`config.mk`:
```
export PLATFORM = sky130hd
export DESIGN_NAME = gbus_ahb_master_flat
export DESIGN_NICKNAME = d
export VERILOG_FILES = /design/src/rtl/gbus_ahb_master_pkg.sv /design/src/rtl/gbus_ahb_master_if.sv /design/src/rtl/gbus_ahb_master_byte_en_decode.sv /design/src/rtl/gbus_ahb_master.sv /design/src/flat_wrapper.sv
export SDC_FILE = /design/constraint.sdc
export NUM_CORES = 1
export LEC_CHECK = 0
export CAP_MARGIN = 40
export CORE_MARGIN = 1.5
export CORE_UTILIZATION = 30
export CTS_CLUSTER_DIAMETER = 40
export CTS_CLUSTER_SIZE = 8
export DETAILED_ROUTE_END_ITERATION = 12
export PLACE_DENSITY_LB_ADDON = 0.08
export SLEW_MARGIN = 25
export SYNTH_ARGS = -nofsm -noshare
export SYNTH_HDL_FRONTEND = slang
export SYNTH_HIERARCHICAL = 1
export SYNTH_SLANG_ARGS = --single-unit
```
`constraint.sdc`:
```
create_clock -name AFT_CLK -period 3.7 [get_ports AFT_CLK]
set_input_delay 0.74 -clock AFT_CLK [delete_from_list [all_inputs] [get_ports AFT_CLK]]
set_output_delay 0.74 -clock AFT_CLK [all_outputs]
set_load 0.01 [all_outputs]
```
`src/rtl/gbus_ahb_master_pkg.sv`:
```
// Shared AHB-Lite types and constants for the generic-bus to AHB master bridge.
package ahb_pkg;

    typedef enum logic [1:0] {
        HTRANS_IDLE   = 2'b00,
        HTRANS_BUSY   = 2'b01,
        HTRANS_NONSEQ = 2'b10,
        HTRANS_SEQ    = 2'b11
    } htrans_t;

    typedef enum logic [2:0] {
        HSIZE_BYTE = 3'b000,
        HSIZE_HALF = 3'b001,
        HSIZE_WORD = 3'b010
    } hsize_t;

    localparam logic [2:0] HBURST_SINGLE = 3'b000;

    typedef enum logic [2:0] {
        ST_IDLE,
        ST_ADDR,
        ST_DATA,
        ST_ERR2,
        ST_DONE
    } gam_state_t;

    function automatic logic [7:0] sat_inc8(input logic [7:0] v);
        return (v == 8'hFF) ? v : v + 8'd1;
    endfunction

endpackage

```
`src/rtl/gbus_ahb_master_if.sv`:
```
// Generic single-request bus between the access point and the AHB bridge.
interface generic_bus_if;
    logic [31:0] addr;
    logic [31:0] wdata;
    logic [31:0] rdata;
    logic        ren;
    logic        wen;
    logic        busy;
    logic [3:0]  byte_en;

    modport generic_bus (
        input  addr, wdata, ren, wen, byte_en,
        output rdata, busy
    );

    modport cpu (
        output addr, wdata, ren, wen, byte_en,
        input  rdata, busy
    );
endinterface

```
`src/rtl/gbus_ahb_master_byte_en_decode.sv`:
```
// Maps a generic-bus byte enable onto an AHB transfer size and low address bits.
module byte_en_decode
    import ahb_pkg::*;
(
    input  logic [3:0] byte_en_i,
    output hsize_t     hsize_o,
    output logic [1:0] offset_o,
    output logic       legal_o
);

    always_comb begin
        hsize_o  = HSIZE_WORD;
        offset_o = 2'b00;
        legal_o  = 1'b1;
        case (byte_en_i)
            4'b1111: begin hsize_o = HSIZE_WORD; offset_o = 2'b00; end
            4'b0011: begin hsize_o = HSIZE_HALF; offset_o = 2'b00; end
            4'b1100: begin hsize_o = HSIZE_HALF; offset_o = 2'b10; end
            4'b0001: begin hsize_o = HSIZE_BYTE; offset_o = 2'b00; end
            4'b0010: begin hsize_o = HSIZE_BYTE; offset_o = 2'b01; end
            4'b0100: begin hsize_o = HSIZE_BYTE; offset_o = 2'b10; end
            4'b1000: begin hsize_o = HSIZE_BYTE; offset_o = 2'b11; end
            default: legal_o = 1'b0;
        endcase
    end

endmodule

```
`src/rtl/gbus_ahb_master.sv`:
```
// Turns single generic-bus requests into single NONSEQ AHB-Lite transfers,
// handling wait states and the two-cycle ERROR response.
//
// state | meaning
// IDLE  | waiting for ren/wen; latch request, decode byte_en
// ADDR  | address phase, NONSEQ held until HREADY
// DATA  | data phase, waiting for HREADY or first ERROR cycle
// ERR2  | second cycle of an ERROR response
// DONE  | busy low for one cycle, rdata/err valid
module gbus_ahb_master
    import ahb_pkg::*;
#(
    parameter logic [3:0]  HPROT_VAL  = 4'b0011,
    parameter int unsigned HMASTER_ID = 0
) (
    input  logic                    AFT_CLK,
    input  logic                    nRST,
    generic_bus_if.generic_bus      gbif,
    output logic                    err,
    output logic [31:0]             HADDR,
    output logic [1:0]              HTRANS,
    output logic                    HWRITE,
    output logic [2:0]              HSIZE,
    output logic [2:0]              HBURST,
    output logic [3:0]              HPROT,
    output logic [31:0]             HWDATA,
    input  logic [31:0]             HRDATA,
    input  logic                    HREADY,
    input  logic                    HRESP
);

    if (HMASTER_ID > 15) begin : g_bad_master_id
        $error("HMASTER_ID must fit in 4 bits");
    end

    gam_state_t  state_q;
    htrans_t     htrans_q;
    hsize_t      hsize_q;
    logic [31:0] haddr_q;
    logic        hwrite_q;
    logic [31:0] hwdata_q;
    logic [31:0] wdata_q;
    logic [31:0] rdata_q;
    logic        err_q;
    logic [7:0]  wait_cnt_q;
    logic        busy_d;

    hsize_t      dec_hsize;
    logic [1:0]  dec_offset;
    logic        dec_legal;

    byte_en_decode u_byte_en_decode (
        .byte_en_i (gbif.byte_en),
        .hsize_o   (dec_hsize),
        .offset_o  (dec_offset),
        .legal_o   (dec_legal)
    );

    always_ff @(posedge AFT_CLK or negedge nRST) begin
        if (!nRST) begin
            state_q    <= ST_IDLE;
            htrans_q   <= HTRANS_IDLE;
            hsize_q    <= HSIZE_WORD;
            haddr_q    <= '0;
            hwrite_q   <= 1'b0;
            hwdata_q   <= '0;
            wdata_q    <= '0;
            rdata_q    <= '0;
            err_q      <= 1'b0;
            wait_cnt_q <= '0;
        end else begin
            case (state_q)
                ST_IDLE: begin
                    wait_cnt_q <= '0;
                    err_q      <= 1'b0;
                    if (gbif.ren || gbif.wen) begin
                        wdata_q <= gbif.wdata;
                        // Illegal enables complete without touching the bus.
                        if (dec_legal) begin
                            haddr_q  <= {gbif.addr[31:2], dec_offset};
                            hsize_q  <= dec_hsize;
                            hwrite_q <= gbif.wen;
                            htrans_q <= HTRANS_NONSEQ;
                            state_q  <= ST_ADDR;
                        end else begin
                            err_q   <= 1'b1;
                            state_q <= ST_DONE;
                        end
                    end
                end
                ST_ADDR: begin
                    if (HREADY) begin
                        htrans_q <= HTRANS_IDLE;
                        if (hwrite_q) begin
                            hwdata_q <= wdata_q;
                        end
                        state_q <= ST_DATA;
                    end else begin
                        wait_cnt_q <= sat_inc8(wait_cnt_q);
                    end
                end
                ST_DATA: begin
                    if (HREADY) begin
                        if (HRESP) begin
                            err_q <= 1'b1;
                        end else if (!hwrite_q) begin
                            rdata_q <= HRDATA;
                        end
                        state_q <= ST_DONE;
                    end else begin
                        wait_cnt_q <= sat_inc8(wait_cnt_q);
                        if (HRESP) begin
                            state_q <= ST_ERR2;
                        end
                    end
                end
                ST_ERR2: begin
                    if (HREADY) begin
                        err_q   <= 1'b1;
                        state_q <= ST_DONE;
                    end
                end
                ST_DONE: begin
                    err_q   <= 1'b0;
                    state_q <= ST_IDLE;
                end
                default: state_q <= ST_IDLE;
            endcase
        end
    end

    // In IDLE busy follows the request so the requester sees it the same cycle.
    always_comb begin
        busy_d = 1'b0;
        case (state_q)
            ST_IDLE:                   busy_d = gbif.ren | gbif.wen;
            ST_ADDR, ST_DATA, ST_ERR2: busy_d = 1'b1;
            default:                   busy_d = 1'b0;
        endcase
    end

    assign gbif.busy  = busy_d;
    assign gbif.rdata = rdata_q;
    assign err        = err_q;
    assign HADDR      = haddr_q;
    assign HTRANS     = htrans_q;
    assign HWRITE     = hwrite_q;
    assign HSIZE      = hsize_q;
    assign HBURST     = HBURST_SINGLE;
    assign HPROT      = HPROT_VAL;
    assign HWDATA     = hwdata_q;

endmodule
```
`src/flat_wrapper.sv`:
```
// flat-port wrapper written by rule: the top's interface ports become plain ports
module gbus_ahb_master_flat import ahb_pkg::*;
#(
    parameter logic [3:0]  HPROT_VAL  = 4'b0011,
    parameter int unsigned HMASTER_ID = 0
)
  (AFT_CLK, nRST, err, HADDR, HTRANS, HWRITE, HSIZE, HBURST, HPROT, HWDATA, HRDATA, HREADY, HRESP, gbif_addr, gbif_wdata, gbif_ren, gbif_wen, gbif_byte_en, gbif_rdata, gbif_busy);
  generic_bus_if gbif_i ();
  input  logic AFT_CLK;
  input  logic nRST;
  output logic err;
  output logic [31:0] HADDR;
  output logic [1:0] HTRANS;
  output logic HWRITE;
  output logic [2:0] HSIZE;
  output logic [2:0] HBURST;
  output logic [3:0] HPROT;
  output logic [31:0] HWDATA;
  input  logic [31:0] HRDATA;
  input  logic HREADY;
  input  logic HRESP;
  input wire logic [$bits(gbif_i.addr)-1:0] gbif_addr;
  input wire logic [$bits(gbif_i.wdata)-1:0] gbif_wdata;
  input wire logic [$bits(gbif_i.ren)-1:0] gbif_ren;
  input wire logic [$bits(gbif_i.wen)-1:0] gbif_wen;
  input wire logic [$bits(gbif_i.byte_en)-1:0] gbif_byte_en;
  output wire logic [$bits(gbif_i.rdata)-1:0] gbif_rdata;
  output wire logic [$bits(gbif_i.busy)-1:0] gbif_busy;
  assign gbif_i.addr = gbif_addr;
  assign gbif_i.wdata = gbif_wdata;
  assign gbif_i.ren = gbif_ren;
  assign gbif_i.wen = gbif_wen;
  assign gbif_i.byte_en = gbif_byte_en;
  assign gbif_rdata = gbif_i.rdata;
  assign gbif_busy = gbif_i.busy;
  gbus_ahb_master #(.HPROT_VAL(HPROT_VAL), .HMASTER_ID(HMASTER_ID)) u_core (.AFT_CLK(AFT_CLK), .nRST(nRST), .gbif(gbif_i), .err(err), .HADDR(HADDR), .HTRANS(HTRANS), .HWRITE(HWRITE), .HSIZE(HSIZE), .HBURST(HBURST), .HPROT(HPROT), .HWDATA(HWDATA), .HRDATA(HRDATA), .HREADY(HREADY), .HRESP(HRESP));
endmodule
```
=== Word level (Yosys, flattened, before mapping) ===
Cells that the tools add are included.

* Bitwise operators: 3
* Reduce and logical (&&, ||, !) cells: 16
* Mux-type cells: 21
* Eq/ne operators: 18

{| class="wikitable"
|+ Operators by type and width
! operator !! count
|-
| $mux W3 || 6
|-
| $reduce_and A4 Y1 || 4
|-
| $eq A4 B4 Y1 const B || 3
|-
| $pmux W3 S4 || 1
|-
| $eq A4 B2 Y1 const B || 2
|-
| $ne A2 B2 Y1 const B || 4
|-
| $pmux W2 S2 || 2
|-
| $reduce_or A7 Y1 || 1
|-
| $eq A3 B2 Y1 const B || 2
|-
| $mux W1 || 6
|-
| $mux W2 || 3
|-
| $pmux W2 S3 || 1
|-
| $reduce_and A3 Y1 || 2
|-
| $eq A4 B1 Y1 const B || 1
|-
| $eq A4 B3 Y1 const B || 1
|-
| $ne A2 B1 Y1 const B || 2
|-
| $pmux W1 S4 || 1
|-
| $reduce_bool A4 Y1 || 1
|-
| $reduce_or A2 Y1 || 2
|-
| $reduce_or A4 Y1 || 1
|-
| $eq A3 B1 Y1 const B || 1
|-
| $eq A3 B3 Y1 const B || 1
|-
| $logic_not A3 Y1 || 1
|-
| $ne A3 B3 Y1 const B || 1
|-
| 7 further kinds || 8
|}

* Word-level logic and storage cells: 67
* Flip-flop bits (word level): 138

=== Longest topological paths before layout ===
* Depth in word-level cells: 6
* Mapped depth: 8

=== Cells and area by module ===
Netlist, hierarchy kept.

{| class="wikitable"
|+ By module, submodules not included
! module !! area each (µm²) !! sequential area each (µm²) !! cells an instance !! times used
|-
| gbus_ahb_master || 5386.4 || 3429.5 || 322 || 1
|-
| byte_en_decode || 81.3 || 0.0 || 14 || 1
|}

=== Worst setup path before layout ===
No wires, ideal clock.

* Path kind: input to register
* From: in gbif_byte_en[1]
* To: reg u_core.haddr_q[10], in the netlist u_core/HADDR[10]
* Data required time: 3572 ps
* Stages: 7
* Setup time: 128 ps
* Slack: 1372 ps
* Path buffers: 2
* Data arrival time: 2201 ps
* Cells stage by stage: nor3_1 a211o_1 nor4b_2 nor2b_1 buf_4 buf_4 mux2_1

* Longest elaborated chain between the ends: 4

{| class="wikitable"
|+ RTL lines
! what !! line !! RTL
|-
| from (decl) || flat_wrapper.sv:26 || <nowiki>input wire logic [$bits(gbif_i.byte_en)-1:0] gbif_byte_en;</nowiki>
|-
| $eq A4 B4 Y1 (tied with other cells) || gbus_ahb_master_byte_en_decode.sv:15 || <nowiki>case (byte_en_i)</nowiki>
|-
| $reduce_or A7 Y1 (no source line) (*) || n/a ||
|-
| $mux W1 (*) || gbus_ahb_master_byte_en_decode.sv:15 ||
|-
| via u_core.dec_legal || gbus_ahb_master.sv:50 || <nowiki>logic dec_legal;</nowiki>
|-
| $reduce_and A3 Y1 (no source line) (*) || n/a ||
|-
| to (signal assigned) || gbus_ahb_master.sv:80 || <nowiki>haddr_q <= {gbif.addr[31:2], dec_offset};</nowiki>
|-
| to (decl) || gbus_ahb_master.sv:39 || <nowiki>logic [31:0] haddr_q;</nowiki>
|}

Mark *: on every way through the listed nets, which the timed path passes. The rest lies on a longest branch.
A chain may end at the register's enable or synchronous reset.

=== Worst setup path after layout ===
* From: in gbif_wen
* To: out gbif_busy

* Longest elaborated chain between the ends: 2

{| class="wikitable"
|+ RTL lines
! what !! line !! RTL
|-
| from (decl) || flat_wrapper.sv:25 || <nowiki>input wire logic [$bits(gbif_i.wen)-1:0] gbif_wen;</nowiki>
|-
| $or A1 B1 Y1 || gbus_ahb_master.sv:136 || <nowiki>ST_IDLE: busy_d = gbif.ren | gbif.wen;</nowiki>
|-
| $pmux W1 S2 || gbus_ahb_master.sv:135 || <nowiki>case (state_q)</nowiki>
|-
| to (decl) || flat_wrapper.sv:28 || <nowiki>output wire logic [$bits(gbif_i.busy)-1:0] gbif_busy;</nowiki>
|}

No other way between the ends.

==> out/metrics.json <==
{
  "htree_levels": {"value": 4},
  "ff_latch_area": {"value": 3430, "unit": "um2"},
  "synthesis.instances": {"value": 336},
  "drc": {"value": 0},
  "residual_antenna_violating_net_count_after_detailed_routing": {"value": 0},
  "timing.final.max_slew_violations": {"value": 0},
  "synthesis.area_per_instance": {"value": 16.3, "unit": "um2"},
  "synth_enable_flop_cells": {"value": 0},
  "n_antenna_cell": {"value": 0},
  "cp.depth": {"value": 4},
  "grt_pass1_wl": {"value": 20500, "unit": "um"},
  "die_area": {"value": 19000, "unit": "um2"},
  "wl_per_cell": {"value": 15.7, "unit": "um"},
  "yosys-top-cells-area": {"value": "dfrtp_1 (62%), mux2_1 (14%), mux2_4 (8.0%)"},
  "cts_buffers": {"value": 17},
  "setup_violations": {"value": 0},
  "area_growth": {"value": 52.9, "unit": "%"},
  "cellLeakagePower": {"value": 3.67, "unit": "nW"},
  "synth.ff_latch_count": {"value": 137},
  "place_hpwl": {"value": 8760, "unit": "um"},
  "tritoncts_sink_count": {"value": 137},
  "rsz0062_at_grt": {"value": "false"},
  "clockRootBuffer": {"value": "clkbuf_16"},
  "worst_path_most_repeated_cell": {"value": "clkdlybuf4s50_1"},
  "total_of_fill_cells_in_the_finished_design": {"value": 1584},
  "clk_pin_slew_worst_paths": {"value": 0.06, "unit": "ns"},
  "synthDistinctLibCells": {"value": 34},
  "first_iter_violations": {"value": 124},
  "mappedNetlistArea": {"value": 5470, "unit": "um2"},
  "initial_core_util": {"value": 30.5, "unit": "%"},
  "synth-async-reset-ratio": {"value": 100, "unit": "%"},
  "final-hold-violation-count": {"value": 0},
  "gpl.final_weighted_congestion": {"value": 0.698},
  "max_cap_viols": {"value": 0},
  "finish.net_count": {"value": 653},
  "clock_insertion_delay_worst_skew": {"value": 0.41, "unit": "ns"},
  "total_chip_power": {"value": 7.12, "unit": "mW"},
  "max-slew-margin-rel": {"value": 52.2, "unit": "%"},
  "proportion_of_synthesized_chip_area_in_sequential_cells": {"value": 62.7, "unit": "%"},
  "yosysWarnings": {"value": 6},
  "timing.critical_path.arrival": {"value": 2.19, "unit": "ns"},
  "post-route-period-util": {"value": 79.1, "unit": "%"},
  "setup_total_negative_slack": {"value": 0, "unit": "ns"},
  "slowest_delay": {"value": 0.53, "unit": "ns"},
  "holdBufCountCts": {"value": 0},
  "fraction_of_layout_cells_with_a_size_suffix_above_1": {"value": 18.9, "unit": "%"},
  "outcome": {"value": "finished, final reports clean"},
  "power.density_cell_area": {"value": 852, "unit": "nW/um2"},
  "clock.fmax": {"value": 341, "unit": "MHz"},
  "min_path_type": {"value": "in -> async"},
  "crit_buf_inv": {"value": 2},
  "place.port_buffers": {"value": 206},
  "skew": {"value": 0.00584, "unit": "ns"},
  "globalRoute.totalOverflow": {"value": 0},
  "dr.pass1.iters": {"value": 4},
  "timing.critical_path.required": {"value": 2.96, "unit": "ns"},
  "cp-end-kind": {"value": "output port"},
  "cp_cell_sequence": {"value": "clkdlybuf4s50_1 -> nor2_1 -> a21oi_1 -> clkdlybuf4s50_1"},
  "clock_tree_from_tritoncts": {"value": "yes"},
  "postCtsSetupBuffers": {"value": 0},
  "primary_ff_master_synth": {"value": "dfrtp_1"},
  "grt_antenna_before_repair": {"value": 0},
  "floorplan.die.width": {"value": 138, "unit": "um"},
  "combined_area_of_the_multi_input_logic_cells": {"value": 1880, "unit": "um2"},
  "criticalPathCategory": {"value": "in -> out"},
  "detailroute.via_count": {"value": 3460},
  "avgViaCountPerCell": {"value": 4.39},
  "synth_top_area_cell": {"value": "dfrtp_1"},
  "commonest_cells_in_the_netlist": {"value": "dfrtp_1 (136), mux2_1 (68), mux2_2 (34)"},
  "worstRegToRegCells": {"value": 2},
  "wl": {"value": 12400, "unit": "um"},
  "placement_rows": {"value": 49},
  "overall_fraction_of_global_route_tracks_in_use": {"value": 13.8, "unit": "%"},
  "worst-slew-pin-transition": {"value": 0.716, "unit": "ns"},
  "die_h": {"value": 138, "unit": "um"},
  "critPathSlowestCell": {"value": "clkdlybuf4s50_1"},
  "share_of_yosys_cell_area_claimed_by_the_top_area_cell_type": {"value": 62.2, "unit": "%"},
  "yosys.cell_count.top_type": {"value": "dfrtp_1"},
  "setup.worst_path.start_class": {"value": "input pin"},
  "core_region_area": {"value": 17900, "unit": "um2"},
  "finalWorstPathRequiredPeriod": {"value": 2.93, "unit": "ns"},
  "critical_path.top_delay_family": {"value": "buffers and inverters"},
  "worst_vdd_rail_ir_drop": {"value": 0.350, "unit": "mV"},
  "grt_max_degree": {"value": 79},
  "worstPathMaxFanout": {"value": 5},
  "pin_count": {"value": 217},
  "clockBufferDepth": {"value": 2},
  "first_global_vias": {"value": 3749},
  "cts_resized": {"value": 0}
}
==> kinds of logic after synthesis <==
| kind of cell | count (synthesis) | synth area share [%] |
|---|---|---|
| buffers and inverters | 26 | 3.52 |
| XOR/XNOR | 1 | 0.160 |
| AO/OA/AOI/OAI | 12 | 1.44 |
| multiplexers | 132 | 29.2 |
| AND/OR/NAND/NOR | 25 | 2.79 |
| other | 3 | 0.206 |
| flip-flops | 137 | 62.7 |
==> cells in the final DEF (no fill, tap or decap), types with 2 or more instances in the layout <==
cell type and instances:
nand2_1 2, clkinv_4 3, o21a_1 2, mux2_1 68
nor3_1 3, conb_1 9, a21oi_1 4, clkbuf_16 17
clkbuf_8 3, nor2_1 6, mux2_2 34, mux2_4 29
nand3b_1 2, buf_4 5, dfrtp_1 136, clkbuf_1 2
bufinv_16 4, clkdlybuf4s50_1 205, clkinvlp_4 2
==> worst paths after layout <==
kind | slack, ns | to | from
worst max-delay path | 0.77 | gbif_busy | gbif_wen
worst min-delay path | 0.36 | u_core/HADDR[20] | nRST
worst max register to register | 1.80 | u_core/wdata_q[22] | u_core/state_q[2]
worst min register to register | 0.47 | u_core/HWDATA[31] | u_core/wdata_q[31]
max in group asynchronous | 2.43 | u_core/wdata_q[3] | nRST
min in group AFT_CLK | 0.47 | u_core/HWDATA[31] | u_core/wdata_q[31]
==> layout make-up <==
type,instances,share of cell area [%]
clock buffers,22,5.67
well taps,229,3.43
clock inverters,10,1.99
multi-input cells,179,22.5
flip-flops and latches,137,41.0
repair buffers,212,25.4
==> state kept, by name, summed over array words and instances, names as in the netlist <==
signal and cells:
u_core/HADDR 32, u_core/HTRANS 1, u_core/gbif.rdata 32, u_core/wdata_q 32, u_core/HWRITE 1, u_core/HWDATA 32
u_core/HSIZE 3, u_core/state_q 3, u_core/err 1
==> power breakdown <==
part           switching [mW]  total (mW)  internal [mW]
clock network           0.628        1.81           1.18
logic                   0.966        2.71           1.74
registers               0.376        2.60           2.23
==> through the flow <==
step	utilization [%]	worst slack [ns]	std cells	area, um2	hold WS, ns
CTS	46.7	0.745	789	8360	0.382
floorplan	-	1.37	342	5490	0.444
global placement	43.1	0.570	757	7720	0.462
global route	46.7	0.647	789	8360	0.410
detailed placement	43.1	0.503	757	7720	0.473
finish	46.7	0.771	789	8360	0.362
==> routing by layer <==
metal / track usage [%] / part of all wire, %
met4: 4.65 / 0.92
met1: 17.1 / 44
met5: 0 / 0
met2: 21.4 / 47
met3: 6.17 / 8.5
(Power assumes the default switching activity.)
